File: config.mk
export PLATFORM = sky130hd
export DESIGN_NAME = muldiv_scheduler
export DESIGN_NICKNAME = d
export VERILOG_FILES = /design/src/rtl/muldiv_scheduler.sv
export SDC_FILE = /design/constraint.sdc
export NUM_CORES = 1
export LEC_CHECK = 0
export BUFFER_PORTS_ARGS = -buffer_cell sky130_fd_sc_hd__clkbuf_2
export CAP_MARGIN = 20
export CORE_AREA = 5 5 179 181
export DETAILED_ROUTE_END_ITERATION = 10
export DIE_AREA = 0 0 184 186
export GPL_TIMING_DRIVEN = 0
export HOLD_SLACK_MARGIN = 0.05
export SLEW_MARGIN = 20
export SYNTH_ARGS = -nofsm -noshare
export SYNTH_HDL_FRONTEND = slang
export SYNTH_SLANG_ARGS = --single-unit
File: constraint.sdc
create_clock -name clk -period 4.65 [get_ports clk]
set_input_delay 0.93 -clock clk [delete_from_list [all_inputs] [get_ports clk]]
set_output_delay 0.93 -clock clk [all_outputs]
set_load 0.05 [all_outputs]
File: src/rtl/muldiv_scheduler.sv
// Shares one iterative multiplier and one divider between the two issue slots,
// issuing in program order and returning each 64-bit result as a HI/LO write.
module muldiv_scheduler (
   input  logic        clk,
   input  logic        rst,
   input  logic        req0_valid,
   input  logic [1:0]  req0_op,
   input  logic [31:0] req0_a,
   input  logic [31:0] req0_b,
   input  logic        req1_valid,
   input  logic [1:0]  req1_op,
   input  logic [31:0] req1_a,
   input  logic [31:0] req1_b,
   input  logic        flush,
   output logic        stall,
   output logic        mul_start,
   output logic        mul_sign,
   output logic [31:0] mul_a,
   output logic [31:0] mul_b,
   input  logic        mul_ready,
   input  logic [63:0] mul_result,
   output logic        div_start,
   output logic        div_signed,
   output logic        div_annul,
   output logic [31:0] div_a,
   output logic [31:0] div_b,
   input  logic        div_ready,
   input  logic [63:0] div_result,
   output logic        hilo_we,
   output logic [63:0] hilo_wdata,
   output logic        hilo_slot
);

   typedef enum logic [1:0] {IDLE, MUL_BUSY, DIV_BUSY, DRAIN} state_t;

   state_t      state_reg, state_next;
   logic        done0_reg, done0_next;
   logic        done1_reg, done1_next;
   logic [1:0]  op_reg;
   logic [31:0] a_reg, b_reg;
   logic        slot_reg;
   logic        mul_ready_q, div_ready_q;
   logic        mul_acc, div_acc;
   logic        pend0, pend1;
   logic        issue, issue_slot;
   logic        wr_en;
   logic [63:0] wr_data;

   assign pend0 = req0_valid & ~done0_reg;
   assign pend1 = req1_valid & ~done1_reg;
   assign stall = (state_reg == DRAIN) | ((pend0 | pend1) & ~flush);

   // Only the first high cycle of ready counts, so level-style units work too.
   assign mul_acc = mul_ready & ~mul_ready_q;
   assign div_acc = div_ready & ~div_ready_q;

   always_comb begin
      state_next = state_reg;
      done0_next = done0_reg;
      done1_next = done1_reg;
      issue      = 1'b0;
      issue_slot = 1'b0;
      wr_en      = 1'b0;
      wr_data    = 64'd0;
      mul_start  = 1'b0;
      mul_sign   = 1'b0;
      mul_a      = 32'd0;
      mul_b      = 32'd0;
      div_start  = 1'b0;
      div_signed = 1'b0;
      div_annul  = 1'b0;
      div_a      = 32'd0;
      div_b      = 32'd0;

      case (state_reg)
         IDLE: begin
            if (!flush && (pend0 || pend1)) begin
               issue      = 1'b1;
               issue_slot = ~pend0;
            end
         end
         MUL_BUSY: begin
            mul_start = 1'b1;
            mul_sign  = ~op_reg[0];
            mul_a     = a_reg;
            mul_b     = b_reg;
            // A flushed multiply that is not finishing yet must still be drained.
            if (flush)
               state_next = mul_acc ? IDLE : DRAIN;
            else if (mul_acc) begin
               wr_en      = 1'b1;
               wr_data    = mul_result;
               state_next = IDLE;
            end
         end
         DIV_BUSY: begin
            div_start  = ~flush;
            div_signed = ~op_reg[0];
            div_annul  = flush;
            div_a      = a_reg;
            div_b      = b_reg;
            if (flush)
               state_next = IDLE;
            else if (div_acc) begin
               wr_en      = 1'b1;
               wr_data    = div_result;
               state_next = IDLE;
            end
         end
         DRAIN: begin
            if (mul_acc)
               state_next = IDLE;
         end
         default: state_next = IDLE;
      endcase

      if (wr_en) begin
         if (slot_reg == 1'b0)
            done0_next = 1'b1;
         else
            done1_next = 1'b1;
      end

      // Slot 1 issues in the same edge slot 0 completes, keeping the write slot free of bubbles.
      if (wr_en && slot_reg == 1'b0 && pend1) begin
         issue      = 1'b1;
         issue_slot = 1'b1;
      end

      if (issue)
         state_next = (issue_slot ? req1_op[1] : req0_op[1]) ? DIV_BUSY : MUL_BUSY;

      if (flush || !stall) begin
         done0_next = 1'b0;
         done1_next = 1'b0;
      end
   end

   always_ff @(posedge clk or posedge rst) begin
      if (rst) begin
         state_reg   <= IDLE;
         done0_reg   <= 1'b0;
         done1_reg   <= 1'b0;
         op_reg      <= 2'd0;
         a_reg       <= 32'd0;
         b_reg       <= 32'd0;
         slot_reg    <= 1'b0;
         mul_ready_q <= 1'b0;
         div_ready_q <= 1'b0;
         hilo_we     <= 1'b0;
         hilo_wdata  <= 64'd0;
         hilo_slot   <= 1'b0;
      end else begin
         state_reg   <= state_next;
         done0_reg   <= done0_next;
         done1_reg   <= done1_next;
         mul_ready_q <= mul_ready;
         div_ready_q <= div_ready;
         hilo_we     <= wr_en;
         if (wr_en) begin
            hilo_wdata <= wr_data;
            hilo_slot  <= slot_reg;
         end
         if (issue) begin
            op_reg   <= issue_slot ? req1_op : req0_op;
            a_reg    <= issue_slot ? req1_a : req0_a;
            b_reg    <= issue_slot ? req1_b : req0_b;
            slot_reg <= issue_slot;
         end
      end
   end

endmodule

### After elaboration in Yosys (flattened, before gate mapping)

Index checks and enable logic that the tools add are counted.

| storage, ports and cells | value |
|---|---|
| latch bits | 0 |
| bits in registers | 138 |
| output and inout bits | 200 |
| ROM bits | 0 |
| logic and storage cells | 89 |
| memory bits (writable) | 0 |
| memories | 0 |

| operators by class | value |
|---|---|
| multiply operators | 0 |
| eq/ne operators | 5 |
| shift operators | 0 |
| reductions and logical operators | 14 |
| add/sub/neg operators | 0 |
| bitwise gates (word level) | 15 |
| muxes and demuxes | 43 |
| div/mod/pow operators | 0 |
| $lt $le $gt $ge | 0 |

Operators with widths:

| kind | count |
|---|---|
| $mux 64 | 4 |
| $mux 32 | 6 |
| $pmux 64 s2 | 1 |
| $mux 1 | 23 |
| $mux 2 | 7 |
| $not 1->1 | 8 |
| $pmux 2 s3 | 1 |
| $reduce_and 2->1 | 3 |
| $and 1x1->1 | 5 |
| $eq 2x2->1 const B | 2 |
| $ne 4x4->1 const B | 1 |
| $reduce_bool 2->1 | 2 |
| $reduce_bool 4->1 | 1 |
| $logic_and 1x1->1 | 3 |
| $eq 2x1->1 const B | 1 |
| $logic_not 1->1 | 2 |
| $logic_not 2->1 | 1 |
| $logic_or 1x1->1 | 2 |
| $ne 2x1->1 const B | 1 |
| $or 1x1->1 | 2 |
| $pmux 1 s2 | 1 |

### Logic depth before layout (Yosys ltp)

Gate-level depths: netlist of run 1.

| depth | value |
|---|---|
| depth in word-level cells | 11 |
| gate-level depth with buffers | 8 |

### Worst setup path after synthesis of run 1

No wires, ideal clock.

| timing path | value |
|---|---|
| kind | register -> output |
| start | register state_reg[1] |
| end | output port mul_sign |
| required time | 3.720 ns |
| arrival time | 1.991 ns |
| setup slack | 1.729 ns |
| stages on the path, launching flop included | 5 |
| cell sequence | dfrtp_1 -> inv_1 -> ha_1 -> clkbuf_1 -> nor2b_1 |

| on the way | value |
|---|---|
| longest elaborated chain between the ends | 2 |

Ends and longest elaborated chain:

| element | line | text |
|---|---|---|
| start, declared | 36 | `state_t state_reg, state_next;` |
| start signal, assigned | 154 | `state_reg <= state_next;` |
| $eq 2x1->1 | 75 | `case (state_reg)` |
| $mux 1 | 75 |  |
| end, declared | 17 | `output logic mul_sign,` |

Every way passes these cells.

### Worst setup path in the final report of run 1

| timing path | value |
|---|---|
| start | register state_reg[0] |
| end | output port div_a[26] |

| on the way | value |
|---|---|
| longest elaborated chain between the ends | 2 |

Ends and longest elaborated chain:

| element | line | text |
|---|---|---|
| $eq 2x2->1 | 75 |  |
| $mux 32 | 75 |  |
| end, declared | 25 | `output logic [31:0] div_a,` |

Every way passes these cells.

==> results of run 1 <==
==> worst paths after layout <==
check                        startpoint             end  depth (start not counted)  slack [ps]
min in group asynchronous           rst  hilo_wdata[39]                          2         510
max                        state_reg[0]       div_a[26]                          6         700
max in group asynchronous           rst     div_ready_q                          3        3310
min                           hilo_slot       hilo_slot                          2         490
max reg2reg                state_reg[0]       done1_reg                          8        2160
min reg2reg                   hilo_slot       hilo_slot                          2         490
==> metrics by stage <==
stage | cells | instance area, sq um | worst slack [ps] | total power, uW
after floorplan | 798 | 8340 | 23.8 | 6400
after global placement | 1660 | 11200 | -1960 | 7870
after detailed placement | 1661 | 11200 | 1130 | 7920
after CTS | 1693 | 11800 | 656 | 9450
after global routing | 1693 | 11800 | 520 | 9850
final | 1693 | 11800 | 704 | 9350
==> area by class of cell <==
cell class / count / area share, %
tap: 396 / 4.19
buffer: 91 / 3.75
timing repair buffer: 467 / 19.9
clock inverter: 15 / 1.69
inverter: 6 / 0.254
clock buffer: 17 / 3.60
multi-input combinational: 563 / 37.4
sequential: 138 / 29.2
==> cell families after synthesis <==
kind of cell / count (synthesis) / synth area share (%)
buffers and inverters: 97 / 5.59
AO/OA/AOI/OAI: 340 / 32.0
multiplexers: 65 / 8.77
adder cells (fa/ha/maj): 4 / 0.600
flip-flops: 138 / 41.4
AND/OR/NAND/NOR: 154 / 11.6
==> routing by layer <==
layer	vias to the layer above	GRT usage, %	wire, um
li1	3936	-	-
met1	3996	24.4	14500
met2	381	33.7	17300
met3	42	5.28	2780
met4	8	5.24	736
met5	-	0	59
==> power groups by stage <==
stage | clock (uW) | combinational, uW | sequential, uW
after floorplan | 0 | 3470 | 2930
after global placement | 0 | 5660 | 2210
after detailed placement | 0 | 5710 | 2200
after CTS | 1530 | 5710 | 2200
after global routing | 1580 | 5990 | 2280
final | 1480 | 5660 | 2200
==> cells in the mapped netlist (all sizes together) <==
library cell | instances | area share, %
a22o | 128 | 13
o2bb2ai | 1 | 0.10
buf | 44 | 3.2
o21ai | 135 | 8.1
dfrtp | 138 | 41
o2111a | 1 | 0.15
a21oi | 2 | 0.12
nand2b | 7 | 0.55
clkbuf | 47 | 2.1
nor3 | 2 | 0.18
nor2 | 5 | 0.22
mux2 | 65 | 8.8
nand2 | 3 | 0.13
a221o | 1 | 0.12
a2bb2oi | 66 | 9.1
and4bb | 2 | 0.39
and2 | 129 | 9.7
ha | 4 | 0.60
a21o | 2 | 0.18
a41o | 1 | 0.12
nor2b | 5 | 0.37
o221a | 1 | 0.13
o31ai | 1 | 0.090
o2111ai | 1 | 0.31
nor4b | 1 | 0.10
inv | 6 | 0.27
==> worst min-delay path, stage by stage, from the launching register on <==
cell and delay (ps):
dfrtp_1 350, nand2_1 40, o21ai_0 70
==> flow_summary.toml, run 1 <==
[clocking]
number_of_sinks_on_the_clock_net = 138
root_buffer = "clkbuf_16"
clock_tree.htree_level_count = 4
clk_pin_slew_worst_paths_ps = 70
ctsResizeCount = 0
cts_hold_repair.buffers = 0
cts_made_buffers = 17
cts-root-to-sink-buffers = 2
postCtsSetupRepairBufs = 0
clk_latency_ps = 430
tritoncts = "built"

[timing]
fin_worst_hold_slack_ps = 493
final.period_utilization_pct = 84.9
worst_pin_slew_ps = 889
timing.final.crit_period_ps = 3950
setup_repair_after_global_routing_missed_its_margin = "false"
max_slew_margin_pct = 40.8
fmaxAchievable_ghz = 0.253
final_hold_viols = 0
finalSetupViolations = 0
maxSlewViolCount = 0
finalClockSkew_ps = 15.9
final_setup_tns_ps = 0

[route]
number_of_vias_per_cell = 4.94
route.vias.total = 8363
drt-wirelength-per-cell_um = 20.9
drt-initial-drc-count = 290
remaining_drc_errors = 0
ant_nets = 0
drt-pass1-iter-count = 4
drt_wl_total_um = 35300

[worst_setup_path]
worstSetupEndpointType = "primary output"
critPathMostFrequentCell = "clkbuf_1"
critical_path.cell_chain = "inv_1 -> ha_1 -> clkbuf_1 -> clkbuf_1 -> and2_1 -> clkbuf_2"
worstPathArrival_ps = 3020
worst_path_dominant_cell_family = "buffers and inverters"
cpMaxStageDelayCell = "clkbuf_1"
buf_inv_stages_crit_path = 4
cpPeakStageDelay_ps = 700
crit_type = "register to primary output"
start_kind = "register"
crit_required_ps = 3720
critical_path.max_fanout = 10

[place]
io_buffers = 466
hpwl_um = 27500
routabilityCongestion = 0.835

[floorplan]
num_rows = 64
dieArea_sq_um = 34200
boundaryPins = 467
initial_core_util_pct = 27.6
placeableCoreArea_sq_um = 30300
die_h_um = 186
die-width_um = 184

[pwr]
comb_power_share_pct = 60.6
relative_contribution_of_the_clock_network_to_total_power_pct = 15.8
ir_worst_vdd_uv = 468
power_per_cell_area_nw_per_um2 = 790
p_leak_uw = 0.00586
switching_share_pct = 54.8
net-switching-power_uw = 5120
share_seq_of_total_power_pct = 23.6
p_int_uw = 4220

[finish]
largest_register_ffs = 64
n_fill_cell = 3059
antenna_cells = 0
layout.cells.most_common = "clkbuf_2"
register_area_sq_um = 3450
layout.cells.most_common_list = "clkbuf_2, dfrtp_1, and2_1, a22o_1, o21ai_0"
syn_to_final_growth_pct = 41.8
multi_input_gate_area_sq_um = 4420
post_route_cells_drive_above_1_share_pct = 49.7
finish.net_count = 1555
fin_util_pct = 39.1

[flow_run]
cap_violations = 0

[global_routing]
track_usage_pct = 19.6
grt_antenna_before_repair = 4
first_global_vias = 8593
grt_pass1_wl_um = 51800
grt_overflow = 0
grt_max_degree = 82

[min_path]
hold_path_class = "register to register"

[synthesis]
ys_ff_latch = 138
ys_types = 35
mappedNetlistArea_sq_um = 8340
yosysWarnings = 0
post_synth_inst_count = 798
synthesis.nets = 1069
fraction_of_the_yosys_area_taken_by_sequential_cells_pct = 41.4
post_synth.cell_area_avg_sq_um = 10.5

[outcome]
run_status = "complete, no violations"
No activity file was read; power rests on OpenSTA's default activity.
==> run 2: changes to the inputs <==
==> constraint.sdc (replaced) <==
create_clock -name clk -period 3.8 [get_ports clk]
set_input_delay 0.76 -clock clk [delete_from_list [all_inputs] [get_ports clk]]
set_output_delay 0.76 -clock clk [all_outputs]
set_load 0.05 [all_outputs]
==> flow_summary.toml, run 2 (synthesis gave the netlist of run 1 again) <==
[outcome]
run_status = "complete, no violations"

[global_routing]
grt_antenna_before_repair = 5
grt_pass1_wl_um = 51800
track_usage_pct = 19.7
grt_overflow = 0
first_global_vias = 8812
grt_max_degree = 33

[worst_setup_path]
start_kind = "register"
regToRegSetupSlack_ps = 1490
crit_type = "register to primary output"
rr_worst_depth = 8
critical_path.cell_chain = "inv_1 -> ha_1 -> clkbuf_2 -> clkbuf_1 -> and2_1 -> clkbuf_2"
critical_path.max_fanout = 10
cpMaxStageDelayCell = "clkbuf_1"
crit_required_ps = 3040
worstPathArrival_ps = 2770
worstSetupEndpointType = "primary output"
critPathMostFrequentCell = "clkbuf_2"
critical_register_to_register_path_startpoint = "state_reg[0]"
r2r-end = "done1_reg"
cpPeakStageDelay_ps = 530
buf_inv_stages_crit_path = 4
worst_path_dominant_cell_family = "buffers and inverters"

[route]
drt-pass1-iter-count = 4
drt-initial-drc-count = 258
ant_nets = 0
number_of_vias_per_cell = 4.95
route.vias.total = 8407
drt_wl_total_um = 35400
remaining_drc_errors = 0
drt-wirelength-per-cell_um = 20.9

[pwr]
p_leak_uw = 0.00588
post-layout-total-power_uw = 11400
power_per_cell_area_nw_per_um2 = 961
ir_worst_vdd_uv = 534

[finish]
n_fill_cell = 3085
post_route_cells_drive_above_1_share_pct = 50.0
fin_util_pct = 39.2
largest_register_ffs = 64
syn_to_final_growth_pct = 42.2
layout.cells.most_common = "clkbuf_2"
final_cell_area_sq_um = 11900
finish.net_count = 1558
layout.cells.most_common_list = "clkbuf_2, dfrtp_1, and2_1, a22o_1, o21ai_0"

[timing]
fmaxAchievable_ghz = 0.283
final.period_utilization_pct = 92.9
setup_repair_after_global_routing_missed_its_margin = "false"
max_slew_margin_pct = 56.8
finalSetupViolations = 0
worst_pin_slew_ps = 647
timing.final.crit_period_ps = 3530
final_hold_viols = 0
finalClockSkew_ps = 11.6
final_setup_tns_ps = 0
maxSlewViolCount = 0

[place]
routabilityCongestion = 0.824
io_buffers = 466
hpwl_um = 27800
placedInstanceArea_sq_um = 11300

[floorplan]
die-width_um = 184
die_h_um = 186
boundaryPins = 467
initial_core_util_pct = 27.6
dieArea_sq_um = 34200
num_rows = 64
placeableCoreArea_sq_um = 30300

[min_path]
hold_path_class = "primary input to asynchronous set/reset pin"

[clocking]
clk_pin_slew_worst_paths_ps = 70
number_of_sinks_on_the_clock_net = 138
cts_hold_repair.buffers = 0
cts_made_buffers = 17
tritoncts = "built"
cts-root-to-sink-buffers = 2
clock_tree.htree_level_count = 4
clk_latency_ps = 420
root_buffer = "clkbuf_16"

[flow_run]
cap_violations = 0
-- run 2: through the flow --
stage / setup slack, ps / cells / hold WS, ps
final: 270 / 1697 / 414
after global routing: 58.1 / 1697 / 449
after floorplan: 1050 / 798 / 501
after CTS: 215 / 1696 / 416
after global placement: 193 / 1660 / 468
after detailed placement: 372 / 1664 / 484
-- run 2: what timing repair did --
action                                  CTS  global route
buffers inserted                          0             0
endpoints found under the setup margin   16             0
resized for setup                         2             0
-- run 2: metal layers --
layer	wire length (um)	vias up	track usage (%)
met4	1020	4	6.71
met2	17400	384	34.2
met1	14000	4023	23.4
met3	2870	51	5.90
li1	-	3945	-
met5	25	-	0
-- run 2: layout make-up --
class                      instances  area [sq um]  share of cell area (%)
sequential                       138          3450                    29.1
clock inverter                    15           175                    1.48
inverter                           6          26.3                   0.222
antenna                            1          2.50                  0.0211
clock buffer                      17           425                    3.59
timing repair buffer             470          2410                    20.3
multi-input combinational        563          4420                    37.3
tap                              396           495                    4.18
buffer                            91           447                    3.77
-- run 2: how the worst max path moves through the flow --
stage | slack [ps] | endpoint | depth (start not counted) | start
finish | 270 | div_a[31] | 6 | state_reg[0]
global route | 60 | div_a[31] | 6 | state_reg[0]
CTS | 210 | div_a[31] | 6 | state_reg[0]
floorplan | 1050 | mul_sign | 4 | state_reg[1]
global placement | 190 | b_reg[10] | 2 | rst
detailed placement | 370 | div_a[31] | 6 | state_reg[0]
-- run 2: where the power goes --
| part | leakage [uW] | total [uW] | internal [uW] | switching, uW |
|---|---|---|---|---|
| clock | 0.000292 | 1770 | 997 | 774 |
| combinational | 0.00392 | 6920 | 2010 | 4910 |
| sequential | 0.00167 | 2710 | 2160 | 556 |
-- run 2: worst register-to-register path: cells and delay by family, from the launching register on --
kind | cells | cell delay (ps)
compound gates | 2 | 560
fa+ha+maj | 1 | 320
buf+inv | 3 | 570
flops | 1 | 410
simple gates | 2 | 350
